## src/rtl/memsync_axi_arbiter_pkg.sv

```systemverilog
// memsync_pkg: sync FSM states, fixed AXI field values and the round-robin pick helper
package memsync_pkg;
  typedef enum logic [2:0] {IDLE, ADDR, DATA, RESP, DONE} sync_state_t;
  localparam logic [1:0] AXI_BURST_INCR = 2'b01;
  localparam logic [3:0] AXI_CACHE_DEF = 4'b0011;
  localparam int RR_MAX = 64;
  // Index of the first set bit at or after ptr, wrapping modulo n; -1 when mask is empty
  function automatic int rr_first(input logic [RR_MAX-1:0] mask, input int ptr, input int n);
    int j;
    rr_first = -1;
    for (int k = RR_MAX - 1; k >= 0; k--) begin
      j = (ptr + k) % n;
      if (k < n && j < RR_MAX && mask[j[5:0]]) rr_first = j;
    end
  endfunction
endpackage

```

## src/rtl/memsync_axi_arbiter_if.sv

```systemverilog
// memsync_axi_arbiter_if: AXI4 port shared by the MEMSync engines, master/slave views
interface memsync_axi_arbiter_if #(
  parameter int AXI_DATA_WIDTH = 32,
  parameter int AXI_ADDR_WIDTH = 16,
  parameter int AXI_ID_WIDTH = 8
);
  logic [AXI_ID_WIDTH-1:0] awid, arid, bid, rid;
  logic [AXI_ADDR_WIDTH-1:0] awaddr, araddr;
  logic [7:0] awlen, arlen;
  logic [2:0] awsize, arsize, awprot, arprot;
  logic [1:0] awburst, arburst, bresp, rresp;
  logic [3:0] awcache, arcache;
  logic awlock, arlock, awvalid, awready, arvalid, arready;
  logic [AXI_DATA_WIDTH-1:0] wdata, rdata;
  logic [AXI_DATA_WIDTH/8-1:0] wstrb;
  logic wlast, wvalid, wready, bvalid, bready, rlast, rvalid, rready;
  modport master(
    output awid, awaddr, awlen, awsize, awburst, awlock, awcache, awprot, awvalid,
    output wdata, wstrb, wlast, wvalid, bready,
    output arid, araddr, arlen, arsize, arburst, arlock, arcache, arprot, arvalid, rready,
    input awready, wready, bid, bresp, bvalid, arready, rid, rdata, rresp, rlast, rvalid
  );
  modport slave(
    input awid, awaddr, awlen, awsize, awburst, awlock, awcache, awprot, awvalid,
    input wdata, wstrb, wlast, wvalid, bready,
    input arid, araddr, arlen, arsize, arburst, arlock, arcache, arprot, arvalid, rready,
    output awready, wready, bid, bresp, bvalid, arready, rid, rdata, rresp, rlast, rvalid
  );
endinterface

```

## src/rtl/memsync_axi_arbiter_rr_picker.sv

```systemverilog
// rr_picker: first requester at or after the pointer (wrapping), as one-hot and index
module rr_picker import memsync_pkg::*; #(
  parameter int NREQ = 16,
  parameter int IW = $clog2(NREQ)
) (
  input  logic [NREQ-1:0] mask_i,
  input  logic [IW-1:0]   ptr_i,
  output logic [NREQ-1:0] onehot_o,
  output logic [IW-1:0]   idx_o,
  output logic            any_o
);
  int sel;
  assign sel = rr_first(RR_MAX'(mask_i), int'(ptr_i), NREQ);
  assign any_o = sel >= 0;
  assign idx_o = IW'(sel);
  assign onehot_o = any_o ? NREQ'(1) << idx_o : '0;
endmodule

```

## src/rtl/memsync_axi_arbiter.sv

```systemverilog
// memsync_axi_arbiter: round-robin owner of the DIMM AXI port for MEMSync bursts; MEMSYNC_WB_PRIORITY_EN favours writebacks
module memsync_axi_arbiter import memsync_pkg::*; #(
  parameter int NREQ = 16,
  parameter int AXI_DATA_WIDTH = 32,
  parameter int AXI_ADDR_WIDTH = 16,
  parameter int AXI_ID_WIDTH = 8
) (
  input  logic                             clk,
  input  logic                             reset,
  input  logic [NREQ-1:0]                  req_valid,
  input  logic [NREQ-1:0]                  req_wr,
  input  logic [NREQ*AXI_ADDR_WIDTH-1:0]   req_addr,
  input  logic [NREQ*8-1:0]                req_len,
  output logic [NREQ-1:0]                  grant,
  input  logic [NREQ*AXI_DATA_WIDTH-1:0]   wdata,
  output logic [NREQ-1:0]                  wbeat,
  output logic [AXI_DATA_WIDTH-1:0]        rdata,
  output logic [NREQ-1:0]                  rbeat,
  output logic [NREQ-1:0]                  done,
  output logic                             err,
  output logic                             stall,
  memsync_axi_arbiter_if.master            m_axi
);
  localparam int IW = $clog2(NREQ);
  localparam logic [2:0] AXI_SIZE = 3'($clog2(AXI_DATA_WIDTH / 8));
  sync_state_t state_q, state_d;
  logic [NREQ-1:0] own_q, own_d, mask, pick_oh;
  logic [IW-1:0] idx_q, idx_d, rr_q, rr_d, pick_idx;
  logic [AXI_ADDR_WIDTH-1:0] addr_q, addr_d;
  logic [7:0] len_q, len_d, beat_q, beat_d;
  logic wr_q, wr_d, err_q, err_d, pick_any, unused_ids;
`ifdef MEMSYNC_WB_PRIORITY_EN
  assign mask = |(req_valid & req_wr) ? req_valid & req_wr : req_valid;
`else
  assign mask = req_valid;
`endif
  rr_picker #(.NREQ(NREQ), .IW(IW)) u_pick (
    .mask_i(mask), .ptr_i(rr_q), .onehot_o(pick_oh), .idx_o(pick_idx), .any_o(pick_any)
  );
  always_comb begin
    state_d = state_q;
    own_d = own_q;
    idx_d = idx_q;
    rr_d = rr_q;
    wr_d = wr_q;
    addr_d = addr_q;
    len_d = len_q;
    beat_d = beat_q;
    err_d = err_q | (m_axi.bvalid & m_axi.bready & |m_axi.bresp)
                  | (m_axi.rvalid & m_axi.rready & |m_axi.rresp);
    case (state_q)
      IDLE: if (pick_any) begin
        state_d = ADDR;
        own_d = pick_oh;
        idx_d = pick_idx;
        wr_d = |(req_wr & pick_oh);
        addr_d = req_addr[pick_idx*AXI_ADDR_WIDTH +: AXI_ADDR_WIDTH];
        len_d = req_len[pick_idx*8 +: 8];
        beat_d = '0;
      end
      ADDR: state_d = (wr_q ? m_axi.awready : m_axi.arready) ? DATA : ADDR;
      DATA: if (wr_q && m_axi.wready) begin
        beat_d = beat_q + 8'd1;
        state_d = beat_q == len_q ? RESP : DATA;
      end else if (!wr_q && m_axi.rvalid && m_axi.rlast) state_d = DONE;
      RESP: state_d = m_axi.bvalid ? DONE : RESP;
      DONE: begin
        state_d = IDLE;
        own_d = '0;
        rr_d = idx_q == IW'(NREQ - 1) ? '0 : idx_q + IW'(1);
      end
      default: state_d = IDLE;
    endcase
  end
  always_ff @(posedge clk) begin
    if (reset) begin
      state_q <= IDLE;
      own_q <= '0;
      idx_q <= '0;
      rr_q <= '0;
      wr_q <= 1'b0;
      addr_q <= '0;
      len_q <= '0;
      beat_q <= '0;
      err_q <= 1'b0;
    end else begin
      state_q <= state_d;
      own_q <= own_d;
      idx_q <= idx_d;
      rr_q <= rr_d;
      wr_q <= wr_d;
      addr_q <= addr_d;
      len_q <= len_d;
      beat_q <= beat_d;
      err_q <= err_d;
    end
  end
  assign grant = state_q == DONE ? '0 : own_q;
  assign done = state_q == DONE ? own_q : '0;
  assign wbeat = (state_q == DATA && wr_q && m_axi.wready) ? own_q : '0;
  assign rbeat = (state_q == DATA && !wr_q && m_axi.rvalid) ? own_q : '0;
  assign rdata = m_axi.rdata;
  assign err = err_q;
  assign stall = |req_valid | (state_q != IDLE);
  assign unused_ids = ^{m_axi.bid, m_axi.rid};
  assign m_axi.awid = AXI_ID_WIDTH'(idx_q);
  assign m_axi.arid = AXI_ID_WIDTH'(idx_q);
  assign m_axi.awaddr = addr_q;
  assign m_axi.araddr = addr_q;
  assign m_axi.awlen = len_q;
  assign m_axi.arlen = len_q;
  assign m_axi.awsize = AXI_SIZE;
  assign m_axi.arsize = AXI_SIZE;
  assign m_axi.awburst = AXI_BURST_INCR;
  assign m_axi.arburst = AXI_BURST_INCR;
  assign m_axi.awlock = 1'b0;
  assign m_axi.arlock = 1'b0;
  assign m_axi.awcache = AXI_CACHE_DEF;
  assign m_axi.arcache = AXI_CACHE_DEF;
  assign m_axi.awprot = 3'b000;
  assign m_axi.arprot = 3'b000;
  assign m_axi.awvalid = state_q == ADDR && wr_q;
  assign m_axi.arvalid = state_q == ADDR && !wr_q;
  assign m_axi.wvalid = state_q == DATA && wr_q;
  assign m_axi.wdata = wdata[idx_q*AXI_DATA_WIDTH +: AXI_DATA_WIDTH];
  assign m_axi.wstrb = '1;
  assign m_axi.wlast = beat_q == len_q;
  assign m_axi.rready = state_q == DATA && !wr_q;
  assign m_axi.bready = state_q == RESP;
endmodule
```

## src/flat_wrapper.sv

```systemverilog
// flat-port wrapper written by rule: the top's interface ports become plain ports
module memsync_axi_arbiter_flat import memsync_pkg::*;
#(
  parameter int NREQ = 16,
  parameter int AXI_DATA_WIDTH = 32,
  parameter int AXI_ADDR_WIDTH = 16,
  parameter int AXI_ID_WIDTH = 8
)
  (clk, reset, req_valid, req_wr, req_addr, req_len, grant, wdata, wbeat, rdata, rbeat, done, err, stall, m_axi_awid, m_axi_awaddr, m_axi_awlen, m_axi_awsize, m_axi_awburst, m_axi_awlock, m_axi_awcache, m_axi_awprot, m_axi_awvalid, m_axi_wdata, m_axi_wstrb, m_axi_wlast, m_axi_wvalid, m_axi_bready, m_axi_arid, m_axi_araddr, m_axi_arlen, m_axi_arsize, m_axi_arburst, m_axi_arlock, m_axi_arcache, m_axi_arprot, m_axi_arvalid, m_axi_rready, m_axi_awready, m_axi_wready, m_axi_bid, m_axi_bresp, m_axi_bvalid, m_axi_arready, m_axi_rid, m_axi_rdata, m_axi_rresp, m_axi_rlast, m_axi_rvalid);
  memsync_axi_arbiter_if #(.AXI_DATA_WIDTH(AXI_DATA_WIDTH), .AXI_ADDR_WIDTH(AXI_ADDR_WIDTH), .AXI_ID_WIDTH(AXI_ID_WIDTH)) m_axi_i ();
  input  logic clk;
  input  logic reset;
  input  logic [NREQ-1:0] req_valid;
  input  logic [NREQ-1:0] req_wr;
  input  logic [NREQ*AXI_ADDR_WIDTH-1:0] req_addr;
  input  logic [NREQ*8-1:0] req_len;
  output logic [NREQ-1:0] grant;
  input  logic [NREQ*AXI_DATA_WIDTH-1:0] wdata;
  output logic [NREQ-1:0] wbeat;
  output logic [AXI_DATA_WIDTH-1:0] rdata;
  output logic [NREQ-1:0] rbeat;
  output logic [NREQ-1:0] done;
  output logic err;
  output logic stall;
  output wire logic [$bits(m_axi_i.awid)-1:0] m_axi_awid;
  output wire logic [$bits(m_axi_i.awaddr)-1:0] m_axi_awaddr;
  output wire logic [$bits(m_axi_i.awlen)-1:0] m_axi_awlen;
  output wire logic [$bits(m_axi_i.awsize)-1:0] m_axi_awsize;
  output wire logic [$bits(m_axi_i.awburst)-1:0] m_axi_awburst;
  output wire logic [$bits(m_axi_i.awlock)-1:0] m_axi_awlock;
  output wire logic [$bits(m_axi_i.awcache)-1:0] m_axi_awcache;
  output wire logic [$bits(m_axi_i.awprot)-1:0] m_axi_awprot;
  output wire logic [$bits(m_axi_i.awvalid)-1:0] m_axi_awvalid;
  output wire logic [$bits(m_axi_i.wdata)-1:0] m_axi_wdata;
  output wire logic [$bits(m_axi_i.wstrb)-1:0] m_axi_wstrb;
  output wire logic [$bits(m_axi_i.wlast)-1:0] m_axi_wlast;
  output wire logic [$bits(m_axi_i.wvalid)-1:0] m_axi_wvalid;
  output wire logic [$bits(m_axi_i.bready)-1:0] m_axi_bready;
  output wire logic [$bits(m_axi_i.arid)-1:0] m_axi_arid;
  output wire logic [$bits(m_axi_i.araddr)-1:0] m_axi_araddr;
  output wire logic [$bits(m_axi_i.arlen)-1:0] m_axi_arlen;
  output wire logic [$bits(m_axi_i.arsize)-1:0] m_axi_arsize;
  output wire logic [$bits(m_axi_i.arburst)-1:0] m_axi_arburst;
  output wire logic [$bits(m_axi_i.arlock)-1:0] m_axi_arlock;
  output wire logic [$bits(m_axi_i.arcache)-1:0] m_axi_arcache;
  output wire logic [$bits(m_axi_i.arprot)-1:0] m_axi_arprot;
  output wire logic [$bits(m_axi_i.arvalid)-1:0] m_axi_arvalid;
  output wire logic [$bits(m_axi_i.rready)-1:0] m_axi_rready;
  input wire logic [$bits(m_axi_i.awready)-1:0] m_axi_awready;
  input wire logic [$bits(m_axi_i.wready)-1:0] m_axi_wready;
  input wire logic [$bits(m_axi_i.bid)-1:0] m_axi_bid;
  input wire logic [$bits(m_axi_i.bresp)-1:0] m_axi_bresp;
  input wire logic [$bits(m_axi_i.bvalid)-1:0] m_axi_bvalid;
  input wire logic [$bits(m_axi_i.arready)-1:0] m_axi_arready;
  input wire logic [$bits(m_axi_i.rid)-1:0] m_axi_rid;
  input wire logic [$bits(m_axi_i.rdata)-1:0] m_axi_rdata;
  input wire logic [$bits(m_axi_i.rresp)-1:0] m_axi_rresp;
  input wire logic [$bits(m_axi_i.rlast)-1:0] m_axi_rlast;
  input wire logic [$bits(m_axi_i.rvalid)-1:0] m_axi_rvalid;
  assign m_axi_awid = m_axi_i.awid;
  assign m_axi_awaddr = m_axi_i.awaddr;
  assign m_axi_awlen = m_axi_i.awlen;
  assign m_axi_awsize = m_axi_i.awsize;
  assign m_axi_awburst = m_axi_i.awburst;
  assign m_axi_awlock = m_axi_i.awlock;
  assign m_axi_awcache = m_axi_i.awcache;
  assign m_axi_awprot = m_axi_i.awprot;
  assign m_axi_awvalid = m_axi_i.awvalid;
  assign m_axi_wdata = m_axi_i.wdata;
  assign m_axi_wstrb = m_axi_i.wstrb;
  assign m_axi_wlast = m_axi_i.wlast;
  assign m_axi_wvalid = m_axi_i.wvalid;
  assign m_axi_bready = m_axi_i.bready;
  assign m_axi_arid = m_axi_i.arid;
  assign m_axi_araddr = m_axi_i.araddr;
  assign m_axi_arlen = m_axi_i.arlen;
  assign m_axi_arsize = m_axi_i.arsize;
  assign m_axi_arburst = m_axi_i.arburst;
  assign m_axi_arlock = m_axi_i.arlock;
  assign m_axi_arcache = m_axi_i.arcache;
  assign m_axi_arprot = m_axi_i.arprot;
  assign m_axi_arvalid = m_axi_i.arvalid;
  assign m_axi_rready = m_axi_i.rready;
  assign m_axi_i.awready = m_axi_awready;
  assign m_axi_i.wready = m_axi_wready;
  assign m_axi_i.bid = m_axi_bid;
  assign m_axi_i.bresp = m_axi_bresp;
  assign m_axi_i.bvalid = m_axi_bvalid;
  assign m_axi_i.arready = m_axi_arready;
  assign m_axi_i.rid = m_axi_rid;
  assign m_axi_i.rdata = m_axi_rdata;
  assign m_axi_i.rresp = m_axi_rresp;
  assign m_axi_i.rlast = m_axi_rlast;
  assign m_axi_i.rvalid = m_axi_rvalid;
  memsync_axi_arbiter #(.NREQ(NREQ), .AXI_DATA_WIDTH(AXI_DATA_WIDTH), .AXI_ADDR_WIDTH(AXI_ADDR_WIDTH), .AXI_ID_WIDTH(AXI_ID_WIDTH)) u_core (.clk(clk), .reset(reset), .req_valid(req_valid), .req_wr(req_wr), .req_addr(req_addr), .req_len(req_len), .grant(grant), .wdata(wdata), .wbeat(wbeat), .rdata(rdata), .rbeat(rbeat), .done(done), .err(err), .stall(stall), .m_axi(m_axi_i));
endmodule
```

## config.mk

```make
export PLATFORM = sky130hd
export DESIGN_NAME = memsync_axi_arbiter_flat
export DESIGN_NICKNAME = d
export VERILOG_FILES = /design/src/rtl/memsync_axi_arbiter_pkg.sv /design/src/rtl/memsync_axi_arbiter_if.sv /design/src/rtl/memsync_axi_arbiter_rr_picker.sv /design/src/rtl/memsync_axi_arbiter.sv /design/src/flat_wrapper.sv
export SDC_FILE = /design/constraint.sdc
export NUM_CORES = 1
export LEC_CHECK = 0
export CAP_MARGIN = 10
export CORE_AREA = 5 5 467 469
export DETAILED_ROUTE_END_ITERATION = 16
export DIE_AREA = 0 0 472 474
export PLACE_DENSITY = 0.33
export SLEW_MARGIN = 15
export SYNTH_ARGS = -nofsm -noshare
export SYNTH_HDL_FRONTEND = slang
export SYNTH_SLANG_ARGS = --single-unit
```

## constraint.sdc

```tcl
create_clock -name clk -period 14 [get_ports clk]
set_input_delay 2.1 -clock clk [delete_from_list [all_inputs] [get_ports clk]]
set_output_delay 2.1 -clock clk [all_outputs]
set_load 0.005 [all_outputs]
```

# Yosys cells after proc, flatten, opt, wreduce, memory -nomap -nowiden
# Index checks and enable logic that the tools add are counted.
dict set report word_totals {
  regBits 61
  input_bits 988
  out_inout_bits 230
}
dict set report op_classes {
  add_sub_neg 17
  n_lt_le_gt_ge 33
  eq_ne 9
  n_shift 4
  mux 67
  bitwise_logic 23
  reduce_logical 53
}
# op n
set op_table {}
lappend op_table {{$mux W32} 16}
lappend op_table {{$shiftx A512 B10 Y32} 1}
lappend op_table {{$shiftx A256 B9 Y16} 1}
lappend op_table {{$shiftx A128 B8 Y8} 1}
lappend op_table {{$lt A5 B8 Y1 const B} 15}
lappend op_table {{$lt A6 B7 Y1 const B} 15}
lappend op_table {{$mux W16} 6}
lappend op_table {{$bmux W1 S5} 15}
lappend op_table {{$reduce_or A4 Y1} 15}
lappend op_table {{$add A4 B4 Y4 const B} 8}
lappend op_table {{$ge A32 B1 Y1 const B} 1}
lappend op_table {{$pmux W16 S2} 1}
lappend op_table {{$reduce_or A16 Y1} 2}
lappend op_table {{$logic_and A1 B1 Y1} 25}
lappend op_table {{$mux W1} 18}
lappend op_table {{$add A4 B3 Y4 const B} 4}
lappend op_table {{$and A16 B16 Y16} 1}
lappend op_table {{$mux W8} 2}
lappend op_table {{$pmux W8 S2} 1}
lappend op_table {{$shl A1 B4 Y16 const A} 1}
lappend op_table {{$and A1 B1 Y1 const A} 15}
lappend op_table {{$lt A4 B7 Y1 const B} 2}
lappend op_table {{$mux W3} 4}
lappend op_table {{$pmux W3 S4} 1}
lappend op_table {{other kinds (23)} 35}

# Depth between registers and ports, before layout
# Gate-level depths: netlist of run 1.
dict set report depth {
  depth_word 26
  depth_mapped 20
  ltp_nobuf 13
}

# By module
# From an unflattened synthesis of run 1, not the netlist that was laid out.
dict set report unflattened {
  hier_cells 1195
  hier_area_um2 13362.8
}
# module instances cells_each area_each_um2 seq_area_each_um2
set modules_own_cells {}
lappend modules_own_cells {memsync_axi_arbiter 1 863 10510.1 1221.2}
lappend modules_own_cells {rr_picker 1 332 2852.7 0.0}

# Worst setup path before layout of run 1
# OpenSTA, ideal clock, no wires.
dict set report synth_timing {
  kind {input port to flip-flop}
  from {input port req_valid[2]}
  to {register u_core.addr_q[12] (netlist: u_core.m_axi.araddr[12])}
  arrival_time_ns 5.179
  t_required_ns 13.868
  path_slack_ns 8.689
  stages 13
  cell_sequence {mux4_2 -> nand2b_1 -> and4b_1 -> clkbuf_1 -> o211ai_1 -> a41oi_1 -> a2111oi_2 -> a21o_1 -> buf_2 -> mux2_1 -> a221o_1 -> a221oi_1 -> o32ai_1}
}
dict set report synth_between {
  elab_chain_cells 21
  word_cells_on_any_way 67
  classes_between {order compare (1); shift (1); mux (48); reduce/logical (17)}
}
# item line
set synth_lines {}
lappend synth_lines {{from (decl)} flat_wrapper.sv:13} ;# input logic [NREQ-1:0] req_valid;
lappend synth_lines {{$bmux W1 S5} memsync_axi_arbiter_pkg.sv:13} ;# if (k < n && j < RR_MAX && mask[j[5:0]]) rr_first = j;
lappend synth_lines {{$mux W1 (implied by the code)} memsync_axi_arbiter_pkg.sv:13}
lappend synth_lines {{$logic_and A1 B1 Y1} memsync_axi_arbiter_pkg.sv:13}
lappend synth_lines {{$mux W32 (15 in a row)} memsync_axi_arbiter_pkg.sv:13}
lappend synth_lines {{$mux W32 (*)} memsync_axi_arbiter_pkg.sv:13}
lappend synth_lines {{$ge A32 B1 Y1} memsync_axi_arbiter_rr_picker.sv:14} ;# assign any_o = sel >= 0;
lappend synth_lines {{$reduce_and A2 Y1 (no source line)} --}
lappend synth_lines {{to (signal assigned)} memsync_axi_arbiter.sv:92} ;# addr_q <= addr_d;
lappend synth_lines {{to (decl)} memsync_axi_arbiter.sv:29} ;# logic [AXI_ADDR_WIDTH-1:0] addr_q, addr_d;
# Mark *: on every way between the ends. The rest lies on a longest branch, timed or not. The select of a mux whose other input is x is not followed.
# A chain may end at the register's enable or synchronous reset.

# Final worst setup path of run 1
dict set report layout_timing {
  from {input port req_valid[14]}
  to {register u_core.len_q[7] (netlist: u_core.m_axi.arlen[7])}
}
dict set report layout_between {
  elab_chain_cells 21
  word_cells_on_any_way 67
  classes_between {order compare (1); shift (1); mux (48); reduce/logical (17)}
}
# item line
set layout_lines {}
lappend layout_lines {{$bmux W1 S5} memsync_axi_arbiter_pkg.sv:13}
lappend layout_lines {{$mux W1 (implied by the code)} memsync_axi_arbiter_pkg.sv:13}
lappend layout_lines {{$logic_and A1 B1 Y1} memsync_axi_arbiter_pkg.sv:13}
lappend layout_lines {{$mux W32 (15 in a row)} memsync_axi_arbiter_pkg.sv:13}
lappend layout_lines {{$mux W32 (*)} memsync_axi_arbiter_pkg.sv:13}
lappend layout_lines {{$ge A32 B1 Y1} memsync_axi_arbiter_rr_picker.sv:14}
lappend layout_lines {{$reduce_and A2 Y1 (no source line)} --}
lappend layout_lines {{to (signal assigned)} memsync_axi_arbiter.sv:93} ;# len_q <= len_d;
lappend layout_lines {{to (decl)} memsync_axi_arbiter.sv:30} ;# logic [7:0] len_q, len_d, beat_q, beat_d;
# Marks and branches as above.

==> flow_metrics.env, run 1 <==
export IMPL_final_nets=3449
export IMPL_crit_path_start_kind="input port"
export IMPL_p_switching_uw=1538
export IMPL_grt_pass1_vias=18190
export IMPL_syn_cell_area_mm2=0.01334
export IMPL_yosysTopAreaCell="mux4_2"
export IMPL_place_gp_congestion=0.9553
export IMPL_status="finished clean"
export IMPL_synthTopCellsByCount="nand2_1 (218), mux2i_1 (183), mux4_2 (183), buf_4 (112), nor2_1 (86)"
export IMPL_insertion_delay_ns=0.41
export IMPL_peakVddDrop_uv=55.34
export IMPL_fin_crit_ns=7.239
export IMPL_required_ns=14.29
export IMPL_path_max_fanout=93
export IMPL_syn_to_final_growth_pct=107.0
export IMPL_via_per_inst=3.339
export IMPL_die_h_um=474
export IMPL_end_kind="flop"
export IMPL_seq_area_frac_synth=0.09151
export IMPL_drive_above_1_share=0.1234
export IMPL_maxCapViolations=0
export IMPL_period_share=0.5171
export IMPL_ys_flop_type="dfxtp_1"
export IMPL_grt_overflow=0
export IMPL_post_cts_resized=0
export IMPL_hold_buffers=0
export IMPL_crit_arrival_ns=7.53
export IMPL_yosysMostFrequentCell="nand2_1"
export IMPL_synth_cell_types=80
export IMPL_final_cells=5323
export IMPL_cts_buffers=9
export IMPL_nFillCells=24510
export IMPL_setup_slack_ns=6.761
export IMPL_clock_sinks=61
export IMPL_rsz0062_at_grt="false"
export IMPL_yosysWarnings=0
export IMPL_power_frac_seq=0.124
export IMPL_antenna_left=0
export IMPL_relSlewSlack=0.1906
export IMPL_regArea_mm2=0.001236
export IMPL_skew_ns=0.009432
export IMPL_async_flop_share=0
export IMPL_final_hold_violation_count=0
export IMPL_core_area_mm2=0.2136
export IMPL_yosys_register_bits=61
export IMPL_synth_avg_cell_area_um2=9.022
export IMPL_wirelength_um=172800
export IMPL_setup_viol=0
export IMPL_num_vias=17770
export IMPL_grt_usage=0.1481
export IMPL_cts_tree="built"
export IMPL_grt_max_degree=94
export IMPL_clock_path_buffers=2
export IMPL_tightest_slew_ns=1.204
export IMPL_die_area_mm2=0.2237
export IMPL_syn_inst=1479
export IMPL_tns_ns=0
export IMPL_synth_top_cell_area_share=0.3089
export IMPL_grt_pass1_wl_um=213700
export IMPL_p_int_uw=1404
export IMPL_die_w_um=472
export IMPL_clk_pin_slew_ns=0.06
export IMPL_drt_iter0_markers=1259
export IMPL_drv_slew=0
export IMPL_placed_cells=5279
export IMPL_combPwrFrac=0.793
export IMPL_drc_errors=0
export IMPL_synth_edff_count=0
export IMPL_hold_path_class="flop to flop"
export IMPL_antenna_found_initial=173
export IMPL_drtPass1Iterations=5
export IMPL_p_leak_uw=0.008754
export IMPL_ys_top_cells_by_area="mux4_2 (31%), mux2i_1 (14%), dfxtp_1 (9.2%), buf_4 (6.3%), nand2_1 (6.1%)"
export IMPL_num_rows=170
export IMPL_swShare=0.5229
export IMPL_power_frac_clock=0.083
export IMPL_powerDensity_mw_per_mm2=106.5
export IMPL_criticalPathCategory="input port to flop"
export IMPL_postCtsSetupBuffers=0
export IMPL_ios=1218
export IMPL_portBuffers=1099
export IMPL_post_place_ws_ns=6.150
export IMPL_root_buffer="clkbuf_16"
export IMPL_multi_input_area_mm2=0.01104
export IMPL_dp_hpwl_um=153100
export IMPL_max_freq_mhz=138.1
export IMPL_post_drt_wl_per_cell_um=32.46
export IMPL_start_util=0.06249
export IMPL_h_tree_depth=3
-- area by class of cell --
type / count / area share
timing repair buffer: 1149 / 0.4130
multi-input combinational: 1220 / 0.3996
tap: 2838 / 0.1285
sequential: 61 / 0.04475
clock buffer: 11 / 0.009195
antenna: 29 / 0.002627
inverter: 11 / 0.001495
clock inverter: 4 / 0.0008153
-- path summary, 6_finish.rpt --
| kind | startpoint | endpoint | slack [ns] | depth (start not counted) |
|---|---|---|---|---|
| setup reg to reg | u_core.rr_q[0] | u_core.m_axi.arlen[7] | 7.21 | 16 |
| setup / recovery | req_valid[14] | u_core.m_axi.arlen[7] | 6.76 | 13 |
| hold reg to reg | u_core.err | u_core.err | 0.48 | 2 |
| hold / removal | u_core.err | u_core.err | 0.48 | 2 |
-- registers in the layout (all words and copies together), names as in the netlist --
| name | flops |
|---|---|
| u_core.m_axi.arlen | 8 |
| u_core.m_axi.araddr | 16 |
| u_core.own_q | 16 |
| u_core.idx_q | 4 |
| u_core.err | 1 |
| u_core.wr_q | 1 |
| u_core.beat_q | 8 |
| u_core.state_q | 3 |
| u_core.rr_q | 4 |
-- metrics by stage --
step / hold WS [ns] / util / cell area (µm²) / power (µW)
floorplan: 0.4567 / - / 13480 / 1372
global placement: 0.4767 / 0.1277 / 27270 / 2786
detailed placement: 0.4659 / 0.1277 / 27270 / 2781
CTS: 0.4886 / 0.1290 / 27550 / 3058
global route: 0.5039 / 0.1290 / 27560 / 3128
finish: 0.4803 / 0.1294 / 27620 / 2942
-- critical path, cell delays in order --
cell and delay (ns):
clkdlybuf4s50_1 0.66, mux2i_1 0.21, mux4_2 0.56, mux2i_1 0.46, mux2_2 0.31, nor4_1 0.07
a2111oi_2 0.57, a21o_4 0.39, buf_12 0.39, mux2i_2 0.81, nor3_1 0.16, a221o_1 0.41
a211o_1 0.26
-- cell families (layout without fill, tap and decap cells) --
kind of cell	Yosys count	count (layout)	share of synthesized area
mux	385	385	0.4622
fa+ha+maj	9	9	0.008439
other cells	2	67	0.0005628
flops	61	61	0.09151
simple gates	517	517	0.1812
compound gates	243	243	0.1346
xor+xnor	28	28	0.02063
buf+inv	234	1175	0.1010
-- cell usage in the layout, fill, tap and decap left out, drive strengths merged, types with 16 or more instances in the layout --
cell type	count
a21oi	32
a22oi	18
a31oi	20
a32oi	24
and2	56
buf	51
clkdlybuf4s50	1098
conb	38
dfxtp	61
diode	29
mux2	19
mux2i	183
mux4	183
nand2	218
nand3	62
nor2	87
nor2b	27
nor3	21
o211ai	16
o21ai	24
xnor2	20
-- routing by layer --
| layer | wire (µm) | share of wire | global-route usage |
|---|---|---|---|
| met1 | 73720 | 0.43 | 0.1887 |
| met5 | 615 | 0.0036 | 0 |
| met2 | 79030 | 0.46 | 0.2432 |
| met3 | 16910 | 0.098 | 0.05659 |
| met4 | 2481 | 0.014 | 0.01928 |
-- power groups by stage --
stage,Combinational [µW],Clock (µW),Sequential [µW]
floorplan,1110,0,260
global placement,2410,0,380
detailed placement,2400,0,381
CTS,2410,266,377
global route,2480,266,379
finish,2330,244,365
Note: power is estimated with default switching activity, not from simulation.
==> inputs of run 2 (changes only) <==
--- a/config.mk
+++ b/config.mk
@@ -6,9 +6,9 @@
 export NUM_CORES = 1
 export LEC_CHECK = 0
 export CAP_MARGIN = 10
-export CORE_AREA = 5 5 467 469
+export CORE_AREA = 5 5 469 471
 export DETAILED_ROUTE_END_ITERATION = 16
-export DIE_AREA = 0 0 472 474
+export DIE_AREA = 0 0 474 476
 export PLACE_DENSITY = 0.33
 export SLEW_MARGIN = 15
 export SYNTH_ARGS = -nofsm -noshare
==> constraint.sdc (replaced) <==
create_clock -name clk -period 6 [get_ports clk]
set_input_delay 0.9 -clock clk [delete_from_list [all_inputs] [get_ports clk]]
set_output_delay 0.9 -clock clk [all_outputs]
set_load 0.005 [all_outputs]
==> run 2 against run 1 <==
Critical path depth up 3; sequential power up 150%; largest power group unchanged; highest routed layer unchanged; critical endpoint is now u_core.m_axi.araddr[3]; clock skew up 0.0057 ns.
==> flow_metrics.env, run 2 (synthesis results as in run 1) <==
export IMPL_grt_pass1_vias=18410
export IMPL_skew_ns=0.01514
export IMPL_crit_buf_inv=5
export IMPL_post_place_ws_ns=-0.04353
export IMPL_post_drt_wl_per_cell_um=32.13
export IMPL_final_common_cell="clkdlybuf4s50_1"
export IMPL_period_share=0.9394
export IMPL_fin_crit_ns=5.637
export IMPL_tns_ns=0
export IMPL_place_gp_congestion=0.9333
export IMPL_antenna_left=0
export IMPL_final_cell_mix="clkdlybuf4s50_1 (1,098), nand2_1 (217), mux4_2 (183), mux2i_1 (183), nor2_1 (82)"
export IMPL_final_cells=5395
export IMPL_insertion_delay_ns=0.41
export IMPL_grt_pass1_wl_um=213200
export IMPL_ios=1218
export IMPL_num_rows=171
export IMPL_postCtsSetupBuffers=0
export IMPL_required_ns=6.25
export IMPL_drc_errors=0
export IMPL_portBuffers=1099
export IMPL_criticalPathCategory="flop to flop"
export IMPL_maxCapViolations=0
export IMPL_cp_slowest_cell="a2111oi_0"
export IMPL_grt_overflow=0
export IMPL_setup_viol=0
export IMPL_holdWs_ns=0.5094
export IMPL_crit_path_start_kind="flop"
export IMPL_tightest_slew_ns=0.9312
export IMPL_post_cts_resized=0
export IMPL_drt_iter0_markers=1407
export IMPL_clk_pin_slew_ns=0.07
export IMPL_path_max_fanout=18
export IMPL_cp_cell_sequence="inv_1 -> ha_1 -> buf_4 -> inv_1 -> a2111oi_0 -> nor4b_2 -> o211ai_1 -> a41oi_1 -> a2111oi_2 -> a21o_4 -> buf_12 -> buf_4 -> mux2i_1 -> mux2i_1 -> a221oi_1 -> o211ai_1"
export IMPL_cp_top_family="compound AO/OA/AOI/OAI gates"
export IMPL_die_w_um=474
export IMPL_root_buffer="clkbuf_16"
export IMPL_hold_path_class="flop to flop"
export IMPL_die_area_mm2=0.2256
export IMPL_dp_hpwl_um=155400
export IMPL_cts_buffers=9
export IMPL_h_tree_depth=3
export IMPL_hold_buffers=0
export IMPL_antenna_found_initial=165
export IMPL_powerDensity_mw_per_mm2=252.1
export IMPL_end_kind="flop"
export IMPL_setup_slack_ns=0.3634
export IMPL_grt_usage=0.1464
export IMPL_grt_max_degree=61
export IMPL_wirelength_um=173400
export IMPL_drive_above_1_share=0.1391
export IMPL_status="finished clean"
export IMPL_core_area_mm2=0.2157
export IMPL_max_freq_mhz=177.4
export IMPL_critPathMaxStageDelay_ns=0.69
export IMPL_cts_tree="built"
export IMPL_final_hold_violation_count=0
export IMPL_clock_sinks=61
export IMPL_num_vias=17920
export IMPL_final_nets=3495
export IMPL_placed_cells=5341
export IMPL_drtPass1Iterations=6
export IMPL_clock_path_buffers=2
export IMPL_drv_slew=0
export IMPL_crit_arrival_ns=5.89
export IMPL_peakVddDrop_uv=149.6
export IMPL_via_per_inst=3.321
export IMPL_rsz0062_at_grt="false"
export IMPL_start_util=0.06187
export IMPL_syn_to_final_growth_pct=111.3
export IMPL_relSlewSlack=0.3792
export IMPL_p_leak_uw=0.009052
export IMPL_die_h_um=476
==> run 2: power by group <==
| part | internal [µW] | switching [µW] | total, µW | leakage [µW] |
|---|---|---|---|---|
| clock network | 362 | 267 | 629 | 0.000158 |
| registers | 516 | 379 | 895 | 0.000502 |
| logic | 2600 | 2980 | 5590 | 0.00839 |
| total | 3480 | 3630 | 7110 | 0.00905 |
==> run 2: through the flow <==
step	cell area, µm²	util	power (µW)
detailed placement	27780	0.1288	6667
CTS	28100	0.1303	7366
floorplan	13480	-	3202
global placement	27760	0.1287	6682
finish	28200	0.1308	7110
global route	28110	0.1304	7553
==> run 2: final timing paths <==
check | slack, ns | endpoint | cells after the start | startpoint
max | 0.36 | u_core.m_axi.araddr[3] | 16 | u_core.rr_q[1]
min | 0.51 | u_core.state_q[0] | 1 | u_core.state_q[2]
max reg2reg | 0.36 | u_core.m_axi.araddr[3] | 16 | u_core.rr_q[1]
min reg2reg | 0.51 | u_core.state_q[0] | 1 | u_core.state_q[2]
==> run 2: area by class of cell <==
| class | instances | area [µm²] |
|---|---|---|
| Fill cell | 24760 | 187500 |
| Multi-Input combinational cell | 1220 | 11030 |
| Sequential cell | 61 | 1236 |
| Antenna cell | 39 | 97.59 |
| Tap cell | 2854 | 3571 |
| Inverter | 11 | 41.29 |
| Clock buffer | 14 | 316.6 |
| Clock inverter | 1 | 7.507 |
| Timing Repair Buffer | 1195 | 11900 |
==> run 2: metal layers <==
| metal | global-route usage | wire length [µm] | vias up |
|---|---|---|---|
| met2 | 0.2319 | 76690 | 1079 |
| met1 | 0.1878 | 74010 | 8791 |
| li1 | - | - | 7695 |
| met3 | 0.06071 | 18710 | 251 |
| met4 | 0.02637 | 3299 | 100 |
| met5 | 0 | 645 | - |
==> inputs of run 3 (changes only) <==
--- a/config.mk
+++ b/config.mk
@@ -10,6 +10,7 @@
 export DETAILED_ROUTE_END_ITERATION = 16
 export DIE_AREA = 0 0 474 476
 export PLACE_DENSITY = 0.33
+export REMOVE_ABC_BUFFERS = 1
 export SLEW_MARGIN = 15
 export SYNTH_ARGS = -nofsm -noshare
 export SYNTH_HDL_FRONTEND = slang
==> run 3 against run 2 <==
Count of clock-buffer cells in the layout shrank 5; combinational power grew 0.7%; sequential cell count unchanged; first-iteration DRC count down 12%; die area unchanged; sequential power shrank 6.0%.
==> flow_metrics.env, run 3 (synthesis results as in run 1) <==
export IMPL_grt_overflow=0
export IMPL_ios=1218
export IMPL_end_kind="flop"
export IMPL_h_tree_depth=3
export IMPL_grt_pass1_wl_um=219800
export IMPL_setup_viol=0
export IMPL_root_buffer="clkbuf_16"
export IMPL_cp_cell_sequence="inv_1 -> ha_1 -> buf_4 -> inv_1 -> a2111oi_0 -> nor4b_2 -> o211ai_1 -> a41oi_1 -> a2111oi_2 -> a21o_4 -> buf_12 -> buf_4 -> mux2i_1 -> nor3_1 -> o31a_1 -> o32a_1"
export IMPL_fin_crit_ns=5.395
export IMPL_required_ns=6.32
export IMPL_maxCapViolations=0
export IMPL_dr_wl_met2_um=81180
export IMPL_fin_util=0.1309
export IMPL_drt_met1_wl_um=75110
export IMPL_grt_pass1_vias=18650
export IMPL_portBuffers=1099
export IMPL_post_drt_wl_per_cell_um=33.41
export IMPL_place_gp_congestion=0.8870
export IMPL_die_area_mm2=0.2256
export IMPL_final_nets=3500
export IMPL_drt_iter0_markers=1232
export IMPL_placed_cells=5346
export IMPL_powerDensity_mw_per_mm2=251.6
export IMPL_skew_ns=0.02228
export IMPL_tightest_slew_ns=1.067
export IMPL_period_share=0.8991
export IMPL_timing_rr_start="u_core.rr_q[0]"
export IMPL_grt_max_degree=63
export IMPL_num_vias=18150
export IMPL_criticalPathCategory="flop to flop"
export IMPL_num_rows=171
export IMPL_cp_slowest_cell="a2111oi_0"
export IMPL_drive_above_1_share=0.1419
export IMPL_drtPass1Iterations=5
export IMPL_final_common_cell="clkdlybuf4s50_1"
export IMPL_dp_hpwl_um=163300
export IMPL_holdWs_ns=0.4982
export IMPL_clk_pin_slew_ns=0.08
export IMPL_final_cells=5403
export IMPL_postCtsSetupBuffers=0
export IMPL_drc_errors=0
export IMPL_peakVddDrop_uv=165.0
export IMPL_insertion_delay_ns=0.42
export IMPL_p_leak_uw=0.009062
export IMPL_crit_path_start_kind="flop"
export IMPL_hold_path_class="flop to flop"
export IMPL_clock_path_buffers=2
export IMPL_rsz0062_at_grt="false"
export IMPL_start_util=0.06187
export IMPL_die_w_um=474
export IMPL_status="finished clean"
export IMPL_met3WireLength_um=21070
export IMPL_critPathLaunch="u_core.rr_q[0]"
export IMPL_core_area_mm2=0.2157
export IMPL_hold_buffers=0
export IMPL_max_freq_mhz=185.4
export IMPL_post_cts_resized=0
export IMPL_antenna_found_initial=160
export IMPL_via_per_inst=3.359
export IMPL_wirelength_um=180500
export IMPL_drv_slew=0
export IMPL_critPathMaxStageDelay_ns=0.75
export IMPL_cts_tree="built"
export IMPL_crit_arrival_ns=5.71
export IMPL_die_h_um=476
export IMPL_routed_top_layer="met5"
export IMPL_syn_to_final_growth_pct=111.6
export IMPL_final_cell_mix="clkdlybuf4s50_1 (1,098), nand2_1 (217), mux4_2 (183), mux2i_1 (183), buf_4 (88)"
export IMPL_clock_sinks=61
export IMPL_cts_buffers=9
export IMPL_hold_start="u_core.err"
export IMPL_antenna_left=0
export IMPL_tns_ns=0
export IMPL_final_hold_violation_count=0
export IMPL_nFillCells=24820
export IMPL_relSlewSlack=0.2885
export IMPL_total_power_uw=7103
export IMPL_path_max_fanout=15
export IMPL_grt_usage=0.1529
[run 3: cell types whose count changed in the layout (fill, tap and decap cells not counted), moves of 2 or more]
cell       previous run  this run
diode_2              39        41
clkbuf_8              3         0
clkbuf_16            11         9
inv_6                 0         2
clkinv_2              0         2
a21oi_2               2         0
a21oi_4               1         3
buf_4                81        88
[run 3: area by class of cell]
class                      count  area (µm²)  share of cell area
multi-input combinational   1220       11060              0.3919
tap                         2854        3571              0.1265
clock buffer                   9       225.2            0.007978
timing repair buffer        1200       11920              0.4221
inverter                      11       41.29            0.001463
antenna                       41       102.6            0.003634
clock inverter                 7       73.82            0.002615
sequential                    61        1236             0.04379
[run 3: worst max-delay path, delay by kind of cell (launching register included)]
kind	cells	cell delay, ns
AO/OA/AOI/OAI	7	2.58
adder cells (fa/ha/maj)	1	0.53
buffers and inverters	5	0.99
flip-flops	1	0.33
multiplexers	1	0.45
AND/OR/NAND/NOR	2	0.34
[run 3: path summary, 6_finish.rpt]
path | endpoint | slack (ns) | cells after the start
worst min-delay path | u_core.err | 0.50 | 2
worst min register to register | u_core.err | 0.50 | 2
worst max-delay path | u_core.m_axi.arlen[3] | 0.61 | 16
worst max register to register | u_core.m_axi.arlen[3] | 0.61 | 16
[run 3: metrics by stage]
stage | cell area (µm²) | setup slack (ns)
after CTS | 28130 | 0.5993
after floorplan | 12170 | -3.629
after global routing | 28140 | 0.3223
after detailed placement | 27830 | 0.2533
final | 28230 | 0.6054
after global placement | 27820 | 0.1893
[run 3: routing by layer]
layer,up-vias,track usage
li1,7720,-
met1,9008,0.1873
met2,1091,0.2458
met3,227,0.07741
met4,100,0.02060
met5,-,0.001066
[run 3: where the power goes]
| group | leakage, µW | total [µW] | switching, µW | internal, µW |
|---|---|---|---|---|
| clock | 0.000146 | 632 | 308 | 324 |
| sequential | 0.000502 | 841 | 325 | 516 |
| combinational | 0.00841 | 5630 | 3010 | 2610 |
| total | 0.00906 | 7100 | 3650 | 3460 |
==> variant (config.mk and constraints of run 1) <==
Take the reset off `rr_q` and `addr_q` and load them in a clocked block of their own.
--- a/src/rtl/memsync_axi_arbiter.sv
+++ b/src/rtl/memsync_axi_arbiter.sv
@@ -77,9 +77,7 @@
       state_q <= IDLE;
       own_q <= '0;
       idx_q <= '0;
-      rr_q <= '0;
       wr_q <= 1'b0;
-      addr_q <= '0;
       len_q <= '0;
       beat_q <= '0;
       err_q <= 1'b0;
@@ -87,13 +85,16 @@
       state_q <= state_d;
       own_q <= own_d;
       idx_q <= idx_d;
-      rr_q <= rr_d;
       wr_q <= wr_d;
-      addr_q <= addr_d;
       len_q <= len_d;
       beat_q <= beat_d;
       err_q <= err_d;
     end
+  end
+
+  always_ff @(posedge clk) begin
+    rr_q   <= rr_d;
+    addr_q <= addr_d;
   end
   assign grant = state_q == DONE ? '0 : own_q;
   assign done = state_q == DONE ? own_q : '0;
Function: not settled (the Yosys comparison gave no result); the edit may change what the design does.
==> variant against run 1 <==
Area after synthesis rose by 3.1%; sequential cell count stayed put; synthesized cell count shrank 1.4%; worst setup slack got worse by 0.38 ns; fmax down 5.0%; final cell count about the same; power shrank 6.2%; routed wire length grew 7.1%; clock skew increased by 0.021 ns; global-route usage rose by 1.0 points; critical path depth grew 1; final area up 0.91%; via count fell by 0.15%; largest cell class unchanged.
==> variant: results (changes against run 1) <==
Comb. pwr: 0.00216 W (-7%)
antenna violations before repair: 206 (+19%)
critical path data arrival time: 7.88 ns (+0.35 ns)
Port Buffers: 1,099 (unchanged)
Routed WL: 185 mm (+7.1%)
placed cells: 5,244 (-0.66%)
Synth cell types: 83 (+3.8%)
Clock power frac: 9.3% (+1.0 points)
Post-DP HPWL: 166 mm (+8.6%)
sw frac: 50.3% (-1.9 points)
status: finished clean
DR iter-0 viols: 1,203 (-4.4%)
vias in the first global route: 17,900 (-1.5%)
met2 Use GR: 27.7% (+3.3 points)
GR Layer Usage met3: 6.41% (+0.75 points)
worst vdd ir: 54.7 uV (-1.2%)
synth cell count leaders: 201 x nand2_1, 185 x mux4_2, 149 x mux2i_1
met2 routed WL: 91.2 mm (+15%)
total track usage: 15.9% (+1.0 points)
met3 WL: 18.9 mm (+12%)
Slew @ Worst Pin: 1.30 ns (+0.0922 ns)
FILL cells: 24,500 (+0.090%)
nets@finish: 3,414 (-1.0%)
Pleak: 9.09 nW (+3.8%)
Syn Area/Cell: 9.43 sq um (+4.5%)
crit path max-delay cell type: mux2i_1
share of cells above drive strength 1: 13.0% (+0.71 points)
skew final: 0.0307 ns (+0.0213 ns)
met1 WL: 70.1 mm (-4.9%)
routed len/inst: 34.7 um (+7.0%)
routed vias/inst: 3.33 (-0.24%)
Crit path largest cell delay: 0.75 ns (-0.06 ns)
dpl cell area: 0.0274 sq mm (+0.50%)
met1 GRT Util: 17.9% (-0.96 points)
synth top area cells: mux4_2 30%, mux2i_1 11%, buf_4 6.1%
GPL Wtd Cong: 0.860 (-10%)
clk root buf: clkbuf_16
first-pass GRT wire length: 224 mm (+4.8%)
register area share after synthesis: 10.3% (+1.2 points)
-- variant: cell count changes after synthesis, sizes merged, moves of 12 or more --
cell / run 1 / this run
nand2: 218 / 201
nand3: 62 / 30
edfxtp: 0 / 20
a21oi: 32 / 66
a211oi: 12 / 35
a32oi: 24 / 45
a31oi: 20 / 8
dfxtp: 61 / 41
mux2i: 183 / 160
nor2: 87 / 74
buf: 157 / 174
nor2b: 27 / 49
-- variant: metrics by stage --
stage | power (W) | hold WS [ns]
detailed placement | 0.00259 | 0.466
global placement | 0.00259 | 0.466
CTS | 0.00287 | 0.477
finish | 0.00276 | 0.471
global route | 0.00294 | 0.500
floorplan | 0.00132 | 0.453
-- variant: layout make-up --
type | count | area, sq um | share of cell area [%]
multi-input cells | 1182 | 11000 | 39.4
inverters | 20 | 75.1 | 0.269
diodes | 68 | 170 | 0.610
clock inverters | 6 | 45.0 | 0.162
well taps | 2838 | 3550 | 12.7
clock buffers | 10 | 250 | 0.898
repair buffers | 1143 | 11400 | 40.8
flip-flops and latches | 61 | 1440 | 5.15
-- variant: path summary, 6_finish.rpt --
| path | endpoint | start | slack, ns | depth (start not counted) |
|---|---|---|---|---|
| worst max-delay path | u_core.m_axi.arlen[7] | req_valid[7] | 6.38 | 14 |
| worst min-delay path | u_core.err | u_core.err | 0.47 | 2 |
| worst max register to register | u_core.m_axi.arlen[7] | u_core.rr_q[0] | 6.97 | 17 |
| worst min register to register | u_core.err | u_core.err | 0.47 | 2 |
-- variant: logic make-up after synthesis --
logic type      after synthesis  synth area share [%]
compound gates              260                  13.7
xor+xnor                     29                  2.17
fa+ha+maj                     9                 0.819
buf+inv                     252                  11.4
flops                        61                  10.3
mux                         363                  44.5
other cells                   2                0.0546
simple gates                483                  17.0
